<file path="src/rtl/memory_access_multi_pkg.sv">
// Shared types and helpers for the multi-channel read-access controller.
package memory_access_pkg;

  typedef enum logic [2:0] {
    ST_IDLE  = 3'd0,
    ST_ISSUE = 3'd1,
    ST_DRAIN = 3'd2,
    ST_DONE  = 3'd3,
    ST_ERROR = 3'd4
  } state_e;

  localparam int unsigned MAX_CH  = 8;
  localparam int unsigned MAX_LAT = 4;

  // A zero or oversized beat count means a full-width request.
  function automatic int unsigned eff_len(input int unsigned len, input int unsigned words);
    if ((len == 32'd0) || (len > words)) begin
      return words;
    end else begin
      return len;
    end
  endfunction

endpackage

</file>
<file path="src/rtl/memory_access_multi_if.sv">
// Request/response and memory-side bus of the multi-channel read controller.
interface memory_access_multi_if
  import memory_access_pkg::*;
#(
  parameter int NUM_CH = 2,
  parameter int DATA_W = 16,
  parameter int WORDS  = 3,
  parameter int ADDR_W = 32
);
  localparam int LEN_W = $clog2(WORDS + 1);

  logic                        REQ;
  logic [$clog2(MAX_CH)-1:0]   CH_SEL;
  logic [ADDR_W-1:0]           ADDRESS;
  logic [LEN_W-1:0]            LEN;
  logic [WORDS*DATA_W-1:0]     READ;
  logic                        HANDSHAKE;
  logic                        BUSY;
  logic                        ERR;
  logic [NUM_CH-1:0]           MEM_EN;
  logic [NUM_CH*ADDR_W-1:0]    MEM_ADDR;
  logic [NUM_CH*DATA_W-1:0]    MEM_RDATA;

  modport master (
    output REQ, CH_SEL, ADDRESS, LEN, MEM_RDATA,
    input  READ, HANDSHAKE, BUSY, ERR, MEM_EN, MEM_ADDR
  );

  modport slave (
    input  REQ, CH_SEL, ADDRESS, LEN, MEM_RDATA,
    output READ, HANDSHAKE, BUSY, ERR, MEM_EN, MEM_ADDR
  );

endinterface

</file>
<file path="src/rtl/memory_access_multi_collector.sv">
// Tags each issued beat through a MEM_LAT-deep pipeline and packs returned words into READ.
module read_beat_collector #(
  parameter int DATA_W  = 16,
  parameter int WORDS   = 3,
  parameter int MEM_LAT = 1,
  parameter int IDX_W   = 2
) (
  input  logic                    CLK,
  input  logic                    RESET,
  input  logic                    issue_i,
  input  logic [IDX_W-1:0]        idx_i,
  input  logic                    clear_i,
  input  logic [DATA_W-1:0]       rdata_i,
  output logic [WORDS*DATA_W-1:0] read_o,
  output logic                    all_captured_o
);

  logic [MEM_LAT-1:0]      vld_q, vld_d;
  logic [IDX_W-1:0]        idx_q [MEM_LAT];
  logic [IDX_W-1:0]        idx_d [MEM_LAT];
  logic [WORDS*DATA_W-1:0] read_q, read_d;

  // Shift the beat tags and drop the tagged word into its slot as it leaves the pipe.
  always_comb begin
    vld_d    = vld_q;
    idx_d    = idx_q;
    vld_d[0] = issue_i;
    idx_d[0] = idx_i;
    for (int i = 1; i < MEM_LAT; i++) begin
      vld_d[i] = vld_q[i-1];
      idx_d[i] = idx_q[i-1];
    end
    read_d = read_q;
    if (clear_i) begin
      read_d = '0;
    end else if (vld_q[MEM_LAT-1] && (32'(idx_q[MEM_LAT-1]) < WORDS)) begin
      read_d[idx_q[MEM_LAT-1]*DATA_W +: DATA_W] = rdata_i;
    end else begin
      read_d = read_q;
    end
    // True when the word captured on this edge (if any) is the last one outstanding.
    all_captured_o = ~issue_i;
    for (int i = 0; i < MEM_LAT - 1; i++) begin
      all_captured_o = all_captured_o & ~vld_q[i];
    end
  end

  // Pipeline and packing register.
  always_ff @(posedge CLK) begin
    if (!RESET) begin
      vld_q  <= '0;
      read_q <= '0;
      for (int i = 0; i < MEM_LAT; i++) begin
        idx_q[i] <= '0;
      end
    end else begin
      vld_q  <= vld_d;
      idx_q  <= idx_d;
      read_q <= read_d;
    end
  end

  assign read_o = read_q;

endmodule

</file>
<file path="src/rtl/memory_access_multi.sv">
// Multi-channel burst read controller: issues consecutive addresses to one ROM channel and packs the beats.
module memory_access_multi
  import memory_access_pkg::*;
#(
  parameter int NUM_CH  = 2,
  parameter int DATA_W  = 16,
  parameter int WORDS   = 3,
  parameter int ADDR_W  = 32,
  parameter int MEM_LAT = 1
) (
  input logic                  CLK,
  input logic                  RESET,
  memory_access_multi_if.slave bus
);

  localparam int LEN_W = $clog2(WORDS + 1);
  localparam int CH_W  = $clog2(MAX_CH);

  state_e                   state_q, state_d;
  logic [CH_W-1:0]          ch_q, ch_d;
  logic [ADDR_W-1:0]        base_q, base_d;
  logic [LEN_W-1:0]         n_q, n_d;
  logic [LEN_W-1:0]         beat_q, beat_d;
  logic [NUM_CH-1:0]        mem_en_q, mem_en_d;
  logic [NUM_CH*ADDR_W-1:0] mem_addr_q, mem_addr_d;
  logic                     hs_q, hs_d;
  logic                     busy_q, busy_d;
  logic                     err_q, err_d;

  logic                     clear_s;
  logic                     issue_s;
  logic                     issue_next_s;
  logic [CH_W-1:0]          issue_ch_s;
  logic [ADDR_W-1:0]        issue_addr_s;
  logic [DATA_W-1:0]        rdata_sel_s;
  logic                     all_captured_s;
  logic [WORDS*DATA_W-1:0]  read_s;

  assign issue_s = (state_q == ST_ISSUE);

  // Read-data mux for the latched channel.
  always_comb begin
    rdata_sel_s = '0;
    for (int c = 0; c < NUM_CH; c++) begin
      if (ch_q == CH_W'(c)) begin
        rdata_sel_s = bus.MEM_RDATA[c*DATA_W +: DATA_W];
      end else begin
        rdata_sel_s = rdata_sel_s;
      end
    end
  end

  // Next-state logic; memory-side outputs are precomputed so they appear one edge after the decision.
  always_comb begin
    state_d      = state_q;
    ch_d         = ch_q;
    base_d       = base_q;
    n_d          = n_q;
    beat_d       = beat_q;
    clear_s      = 1'b0;
    issue_next_s = 1'b0;
    issue_ch_s   = ch_q;
    issue_addr_s = '0;
    case (state_q)
      ST_IDLE: begin
        if (bus.REQ) begin
          ch_d    = bus.CH_SEL;
          base_d  = bus.ADDRESS;
          n_d     = LEN_W'(eff_len(32'(bus.LEN), WORDS));
          beat_d  = '0;
          clear_s = 1'b1;
          if (32'(bus.CH_SEL) >= NUM_CH) begin
            state_d = ST_ERROR;
          end else begin
            state_d      = ST_ISSUE;
            issue_next_s = 1'b1;
            issue_ch_s   = bus.CH_SEL;
            issue_addr_s = bus.ADDRESS;
          end
        end else begin
          state_d = ST_IDLE;
        end
      end
      ST_ISSUE: begin
        if (beat_q == (n_q - LEN_W'(1))) begin
          state_d = ST_DRAIN;
        end else begin
          beat_d       = beat_q + LEN_W'(1);
          issue_next_s = 1'b1;
          issue_addr_s = base_q + ADDR_W'(beat_q) + ADDR_W'(1);
        end
      end
      ST_DRAIN: begin
        if (all_captured_s) begin
          state_d = ST_DONE;
        end else begin
          state_d = ST_DRAIN;
        end
      end
      ST_DONE:  state_d = ST_IDLE;
      ST_ERROR: state_d = ST_IDLE;
      default:  state_d = ST_IDLE;
    endcase

    mem_en_d   = '0;
    mem_addr_d = '0;
    for (int c = 0; c < NUM_CH; c++) begin
      mem_en_d[c] = issue_next_s && (issue_ch_s == CH_W'(c));
      mem_addr_d[c*ADDR_W +: ADDR_W] = mem_en_d[c] ? issue_addr_s : '0;
    end
    hs_d   = (state_d == ST_DONE) || (state_d == ST_ERROR);
    err_d  = (state_d == ST_ERROR);
    busy_d = (state_d != ST_IDLE);
  end

  // State and registered outputs.
  always_ff @(posedge CLK) begin
    if (!RESET) begin
      state_q    <= ST_IDLE;
      ch_q       <= '0;
      base_q     <= '0;
      n_q        <= '0;
      beat_q     <= '0;
      mem_en_q   <= '0;
      mem_addr_q <= '0;
      hs_q       <= 1'b0;
      busy_q     <= 1'b0;
      err_q      <= 1'b0;
    end else begin
      state_q    <= state_d;
      ch_q       <= ch_d;
      base_q     <= base_d;
      n_q        <= n_d;
      beat_q     <= beat_d;
      mem_en_q   <= mem_en_d;
      mem_addr_q <= mem_addr_d;
      hs_q       <= hs_d;
      busy_q     <= busy_d;
      err_q      <= err_d;
    end
  end

  read_beat_collector #(
    .DATA_W (DATA_W),
    .WORDS  (WORDS),
    .MEM_LAT(MEM_LAT),
    .IDX_W  (LEN_W)
  ) u_collector (
    .CLK           (CLK),
    .RESET         (RESET),
    .issue_i       (issue_s),
    .idx_i         (beat_q),
    .clear_i       (clear_s),
    .rdata_i       (rdata_sel_s),
    .read_o        (read_s),
    .all_captured_o(all_captured_s)
  );

  assign bus.READ      = read_s;
  assign bus.HANDSHAKE = hs_q;
  assign bus.BUSY      = busy_q;
  assign bus.ERR       = err_q;
  assign bus.MEM_EN    = mem_en_q;
  assign bus.MEM_ADDR  = mem_addr_q;

endmodule

</file>
<file path="src/flat_wrapper.sv">
// flat-port wrapper written by rule: the top's interface ports become plain ports
module memory_access_multi_flat import memory_access_pkg::*;
#(
  parameter int NUM_CH  = 2,
  parameter int DATA_W  = 16,
  parameter int WORDS   = 3,
  parameter int ADDR_W  = 32,
  parameter int MEM_LAT = 1
)
  (CLK, RESET, bus_REQ, bus_CH_SEL, bus_ADDRESS, bus_LEN, bus_MEM_RDATA, bus_READ, bus_HANDSHAKE, bus_BUSY, bus_ERR, bus_MEM_EN, bus_MEM_ADDR);
  memory_access_multi_if #(.NUM_CH(NUM_CH), .DATA_W(DATA_W), .WORDS(WORDS), .ADDR_W(ADDR_W)) bus_i ();
  input logic CLK;
  input logic RESET;
  input wire logic [$bits(bus_i.REQ)-1:0] bus_REQ;
  input wire logic [$bits(bus_i.CH_SEL)-1:0] bus_CH_SEL;
  input wire logic [$bits(bus_i.ADDRESS)-1:0] bus_ADDRESS;
  input wire logic [$bits(bus_i.LEN)-1:0] bus_LEN;
  input wire logic [$bits(bus_i.MEM_RDATA)-1:0] bus_MEM_RDATA;
  output wire logic [$bits(bus_i.READ)-1:0] bus_READ;
  output wire logic [$bits(bus_i.HANDSHAKE)-1:0] bus_HANDSHAKE;
  output wire logic [$bits(bus_i.BUSY)-1:0] bus_BUSY;
  output wire logic [$bits(bus_i.ERR)-1:0] bus_ERR;
  output wire logic [$bits(bus_i.MEM_EN)-1:0] bus_MEM_EN;
  output wire logic [$bits(bus_i.MEM_ADDR)-1:0] bus_MEM_ADDR;
  assign bus_i.REQ = bus_REQ;
  assign bus_i.CH_SEL = bus_CH_SEL;
  assign bus_i.ADDRESS = bus_ADDRESS;
  assign bus_i.LEN = bus_LEN;
  assign bus_i.MEM_RDATA = bus_MEM_RDATA;
  assign bus_READ = bus_i.READ;
  assign bus_HANDSHAKE = bus_i.HANDSHAKE;
  assign bus_BUSY = bus_i.BUSY;
  assign bus_ERR = bus_i.ERR;
  assign bus_MEM_EN = bus_i.MEM_EN;
  assign bus_MEM_ADDR = bus_i.MEM_ADDR;
  memory_access_multi #(.NUM_CH(NUM_CH), .DATA_W(DATA_W), .WORDS(WORDS), .ADDR_W(ADDR_W), .MEM_LAT(MEM_LAT)) u_core (.CLK(CLK), .RESET(RESET), .bus(bus_i));
endmodule
</file>
<file path="config.mk">
export PLATFORM = sky130hd
export DESIGN_NAME = memory_access_multi_flat
export DESIGN_NICKNAME = d
export VERILOG_FILES = /design/src/rtl/memory_access_multi_pkg.sv /design/src/rtl/memory_access_multi_if.sv /design/src/rtl/memory_access_multi_collector.sv /design/src/rtl/memory_access_multi.sv /design/src/flat_wrapper.sv
export SDC_FILE = /design/constraint.sdc
export NUM_CORES = 1
export LEC_CHECK = 0
export CAP_MARGIN = 30
export CORE_MARGIN = 8
export CORE_UTILIZATION = 29
export CTS_CLUSTER_SIZE = 40
export DETAILED_ROUTE_END_ITERATION = 7
export PLACE_DENSITY = 0.51
export SLEW_MARGIN = 20
export SYNTH_ARGS = -nofsm -noshare
export SYNTH_HDL_FRONTEND = slang
export SYNTH_SLANG_ARGS = --single-unit
</file>
<file path="constraint.sdc">
create_clock -name CLK -period 7.1 [get_ports CLK]
set_input_delay 1.065 -clock CLK [delete_from_list [all_inputs] [get_ports CLK]]
set_output_delay 1.065 -clock CLK [all_outputs]
set_load 0.01 [all_outputs]
</file>
# --- Yosys cells after proc, flatten, opt, wreduce, memory -nomap -nowiden ---
# Cells that the tools add are included.
classes:
  n_addsub: 5
  order_cmp: 2
  n_eq_ne: 9
  n_shift: 2
  mux: 24
  bitwise: 1
  reduce_logical: 15
ops:
  columns: ["cell", "count"]
  rows:
  - ["2-to-1 mux 32 bit", 3]
  - ["one-hot mux 32 bit (2 select lines)", 1]
  - ["bitwise mux 48 bit", 1]
  - ["variable shift 16 x 34 -> 48 bit, first input constant", 1]
  - ["indexed part select 16 x 34 -> 48 bit", 1]
  - ["negation 6 -> 34 bit", 1]
  - ["adder 32 x 1 -> 32 bit, second input constant", 1]
  - ["adder 32 x 2 -> 32 bit", 1]
  - ["2-to-1 mux 16 bit", 2]
  - ["2-to-1 mux 3 bit", 6]
  - ["== test 3 x 1 -> 1 bit, second input constant", 3]
  - ["zero test 3 bit", 3]
  - ["one-hot mux 3 bit (3 select lines)", 1]
  - ["== test 3 x 2 -> 1 bit, second input constant", 2]
  - ["2-to-1 mux 2 bit", 3]
  - ["AND reduction 2 bit", 3]
  - ["2-to-1 mux 1 bit", 5]
  - ["inequality test 2 bit, second input constant", 2]
  - ["one-hot mux 2 bit (2 select lines)", 1]
  - ["== test 3 bit, second input constant", 1]
  - ["greater-or-equal comparator 3 x 2 -> 1 bit, second input constant", 1]
  - ["logical AND 1 bit", 3]
  - ["AND reduction 3 bit", 1]
  - ["nonzero test 3 bit", 1]
  - ["other kinds (10)", 10]
word_totals:
  register_bits: 162
  inputBits: 72
  output_inout_bits: 117
  word_cells: 72

# --- Longest topological paths before layout ---
depth:
  depth_word: 7
  depth_mapped: 8
  ltp_nobuf: 8

# --- By module ---
# From an unflattened synthesis, not the netlist that was laid out.
unflattened:
  hier_cells: 773
  hier_area_um2: 6718.9
by_module_without_submodules:
  columns: ["module", "instances", "cells_each", "area_each_um2", "seq_area_each_um2"]
  rows:
  - ["memory_access_multi", 1, 542, 4710.8, 2222.1]
  - ["read_beat_collector", 1, 231, 2008.2, 1021.0]

# --- Worst setup path before layout ---
# No wires, ideal clock.
synth_path:
  path_type: "input -> register"
  startpoint: "input bus_REQ"
  endpoint: "register u_core.mem_addr_q[48], in the netlist u_core.bus.MEM_ADDR[48]"
  setup_time_ps: 78
  arrival_ps: 2358
  required_ps: 7022
  slack_ps: 4665
  cell_stages: 6
  n_path_buf: 2
  cell_sequence: "or4b_1 clkbuf_1 nor3_4 a32oi_2 buf_2 nor3_1"
synth_between:
  elab_chain_len: 5
  word_cells_on_any_way: 9
  cone_classes: "eq/ne: 1; mux: 6; reduce/logical: 2"
synth_lines:
  columns: ["item", "line", "source"]
  rows:
  - ["from (decl)", "flat_wrapper.sv:14", "input wire logic [$bits(bus_i.REQ)-1:0] bus_REQ;"]
  - ["2-to-1 mux 3 bit", "memory_access_multi.sv:66", "if (bus.REQ) begin"]
  - ["2-to-1 mux 3 bit", "memory_access_multi.sv:64", "case (state_q)"]
  - ["== test 3 x 1 -> 1 bit", "memory_access_multi.sv:108", "mem_en_d[c] = issue_next_s && (issue_ch_s == CH_W'(c));"]
  - ["logical AND 1 bit", "memory_access_multi.sv:108", null]
  - ["AND reduction 2 bit (no line)", null, null]
  - ["to (signal assigned)", "memory_access_multi.sv:136", "mem_addr_q <= mem_addr_d;"]
  - ["to (decl)", "memory_access_multi.sv:25", "logic [NUM_CH*ADDR_W-1:0] mem_addr_q, mem_addr_d;"]
# Parallel ways exist; a longest one is shown, timed or not.
# A chain may end at the register's enable or synchronous reset.

# --- Final worst setup path ---
# Same ends and word-level chain as after synthesis.

==> impl_metrics.csv <==
group,metric,value,unit
outcome,status,"complete, no violations",
critical_path,r2r_cells,8,
synthesis,syn_inst,776,
floorplan,die_area,0.0287,mm^2
layout,antenna_cells,0,
floorplan,ios,189,
drt,first_iter_violations,461,
floorplan,start_util,29.3,%
clock_network,root_buffer,"clkbuf_16",
synthesis,yosysTopAreaCell,"dfxtp_1",
synthesis,synth_area_per_cell,8.79,um^2
critical_path,crit_arrival,3.60,ns
floorplan,die_h,169,um
synthesis,synth_area,0.00682,mm^2
critical_path,cp-endpoint,"u_core.bus.MEM_ADDR[48]",
layout,area_growth,41.5,%
critical_path,crit_type,"in -> reg",
global_route,grt_pass1_vias,6191,
sta,hold_viol,0,
drt,firstDrtPassIters,6,
sta,period_share,45.6,%
global_route,grt_pass1_wl,35700,um
hold_path,hold-path-cell-count,2,
sta,rsz0062_at_grt,"no",
critical_path,crit_start,"bus_REQ",
global_route,globalRouteOverflowTotal,0,
drt,route.detailed.drc,0,
synthesis,synth_top_area_share,47.5,%
layout,finish.instance_area,0.00965,mm^2
clock_network,cts_tree,"yes",
clock_network,postCtsSetupRepairBufs,0,
clock_network,cts_sinks,162,
sta,max_slew_margin,30.7,%
placement,placed_area,0.00903,mm^2
flow_run,cap_violations,0,
critical_path,r2r_slack,4.13,ns
clock_network,worstSkewPairLatency,0.43,ns
drt,vias,6212,
synthesis,synth-edff-count,0,
drt,wl_per_cell,17.7,um
power_and_ir_drop,p_leak,3.21,nW
critical_path,r2r-end,"u_core.bus.MEM_ADDR[58]",
critical_path,endpoint_kind,"flip-flop",
clock_network,path_clk_slew,0.07,ns
clock_network,cts_resized,0,
synthesis,synth_fp_nets,857,
floorplan,die_w,169,um
power_and_ir_drop,powerDensity,219,mW/mm^2
floorplan,core,0.0233,mm^2
hold_path,min_path_type,"reg -> reg",
clock_network,cts_buffers,17,
critical_path,cp.required,7.46,ns
sta,min_period,3.24,ns
sta,fin_worst_skew,0.00994,ns
synthesis,ys_async_sr_fraction,0,%
critical_path,worst-path-max-fanout,34,
layout,final_nets,1029,
synthesis,yosysSeqAreaShare,47.5,%
placement,gp_congestion,0.811,
layout,fin_util,41.5,%
global_route,grt_max_degree,52,
floorplan,rows,56,
critical_path,setup.worst_path.start_class,"input port",
placement,port_buffers,188,
global_route,grt_usage,15.8,%
global_route,antenna_found_initial,0,
clock_network,htreeDepth,4,
synthesis,yosys-top-cells-count,"dfxtp_1 (162), nand2_1 (118), nor2_1 (85)",
layout,fillers,2382,
drt,wl,22700,um
synthesis,ys_types,59,
synthesis,ys_ff_latch,162,
clock_network,clockBufferDepth,2,
layout,drive_gt1_share,6.45,%
sta,worst_slew_pin_slew,1.04,ns
power_and_ir_drop,peakVddDrop,0.137,mV
sta,final-setup-viol-count,0,
synthesis,ys_warn_count,0,
synthesis,synth-main-ff-cell,"dfxtp_1",
sta,max_freq,309,MHz
sta,slew_violations,0,
sta,finalSetupTns,0,ns
placement,dpl.hpwl,16000,um
critical_path,timing.rr.start,"u_core.beat_q[0]",
synthesis,synth_area_leaders,"dfxtp_1 (48%), nand2_1 (6.5%), a22oi_1 (5.5%), nor2_1 (4.7%), a21boi_0 (4.2%)",
drt,avgViaCountPerCell,4.85,
drt,drtAntennaViolNets,0,
synthesis,yosysMostFrequentCell,"dfxtp_1",
clock_network,ctsHoldBuffers,0,
-- where the power goes --
part	total (mW)	leakage (nW)	switching [mW]	internal [mW]
logic	0.205	1.61	0.115	0.0899
clock network	0.955	0.292	0.416	0.539
registers	0.957	1.31	0.0277	0.929
total	2.12	3.21	0.558	1.56
-- stage by stage --
stage | hold WS, ns | setup slack [ns] | total power [mW] | std cells
after floorplan | 0.438 | 4.66 | 1.08 | 776
after global placement | 0.450 | 3.40 | 1.18 | 1245
after detailed placement | 0.454 | 3.37 | 1.18 | 1246
after CTS | 0.463 | 3.82 | 2.15 | 1278
after global routing | 0.499 | 3.71 | 2.20 | 1280
final | 0.457 | 3.86 | 2.12 | 1280
-- layout by cell type (no fill, tap or decap), types with 3 or more instances in the layout --
master,instances
inv_6,4
clkbuf_16,17
o211a_1,3
o311ai_0,3
ha_1,8
nor2_1,85
nor4_1,10
and4_1,4
nand2b_1,4
nand2_1,118
o31a_1,4
a21boi_0,38
or3_1,9
a21oi_1,20
and3_1,4
and2_1,7
buf_4,13
nor4b_2,3
clkdlybuf4s50_1,188
inv_1,12
clkinv_4,4
o21ai_1,3
o211ai_1,10
nor3_1,9
mux2i_1,19
dfxtp_1,162
nand4_1,11
nand3_1,16
nor3b_1,3
a22oi_1,50
xor2_1,5
o21ai_0,19
a311o_1,3
xnor2_1,7
nor2b_1,44
-- state kept, by name, summed over array words and instances, names as in the netlist --
register / count
u_core.bus.MEM_ADDR: 64
u_core.u_collector.read_o: 48
u_core.base_q: 32
u_core.ch_q: 3
u_core.state_q: 3
u_core.beat_q: 2
u_core.bus.MEM_EN: 2
u_core.n_q: 2
u_core.u_collector.idx_q: 2
u_core.bus.BUSY: 1
u_core.bus.ERR: 1
u_core.bus.HANDSHAKE: 1
u_core.u_collector.vld_q: 1
-- how the worst min path moves through the flow --
stage                        start              to  slack, ns
finish              u_core.ch_q[1]  u_core.ch_q[1]       0.46
global route        u_core.ch_q[1]  u_core.ch_q[1]       0.50
detailed placement  u_core.ch_q[1]  u_core.ch_q[1]       0.45
floorplan           u_core.ch_q[1]  u_core.ch_q[1]       0.44
global placement    u_core.ch_q[1]  u_core.ch_q[1]       0.45
CTS                 u_core.ch_q[1]  u_core.ch_q[1]       0.46
-- cell families (layout without fill, tap and decap cells) --
kind of cell,Yosys count,count (layout),share of synthesized area (%)
adder cells (fa/ha/maj),9,9,1.76
flip-flops,162,162,47.5
buffers and inverters,62,247,3.56
AO/OA/AOI/OAI,166,166,17.4
multiplexers,20,20,2.95
AND/OR/NAND/NOR,345,345,25.2
XOR/XNOR,12,12,1.54
-- area by class of cell --
cell class	count	area, um^2	share of cell area, %
tap	319	399	4.13
clock inverter	14	168	1.74
multi-input combinational	552	3360	34.8
sequential	162	3240	33.6
clock buffer	18	439	4.55
inverter	12	45.0	0.467
timing repair buffer	203	2000	20.7
-- layer usage --
metal / up-vias / part of all wire [%] / global-route usage [%]
li1: 3050 / - / -
met1: 2955 / 45 / 19.7
met2: 187 / 47 / 26.1
met3: 20 / 6.2 / 4.49
met4: 0 / 1.5 / 4.54
met5: - / 0 / 0
-- critical path, stage by stage --
cell and delay [ns]:
clkdlybuf4s50_1 0.48, or4b_1 0.51, nor3_4 0.13, buf_4 0.38, a32oi_2 0.48, buf_4 0.37, nor3_1 0.18
No activity file was read; power rests on OpenSTA's default activity.
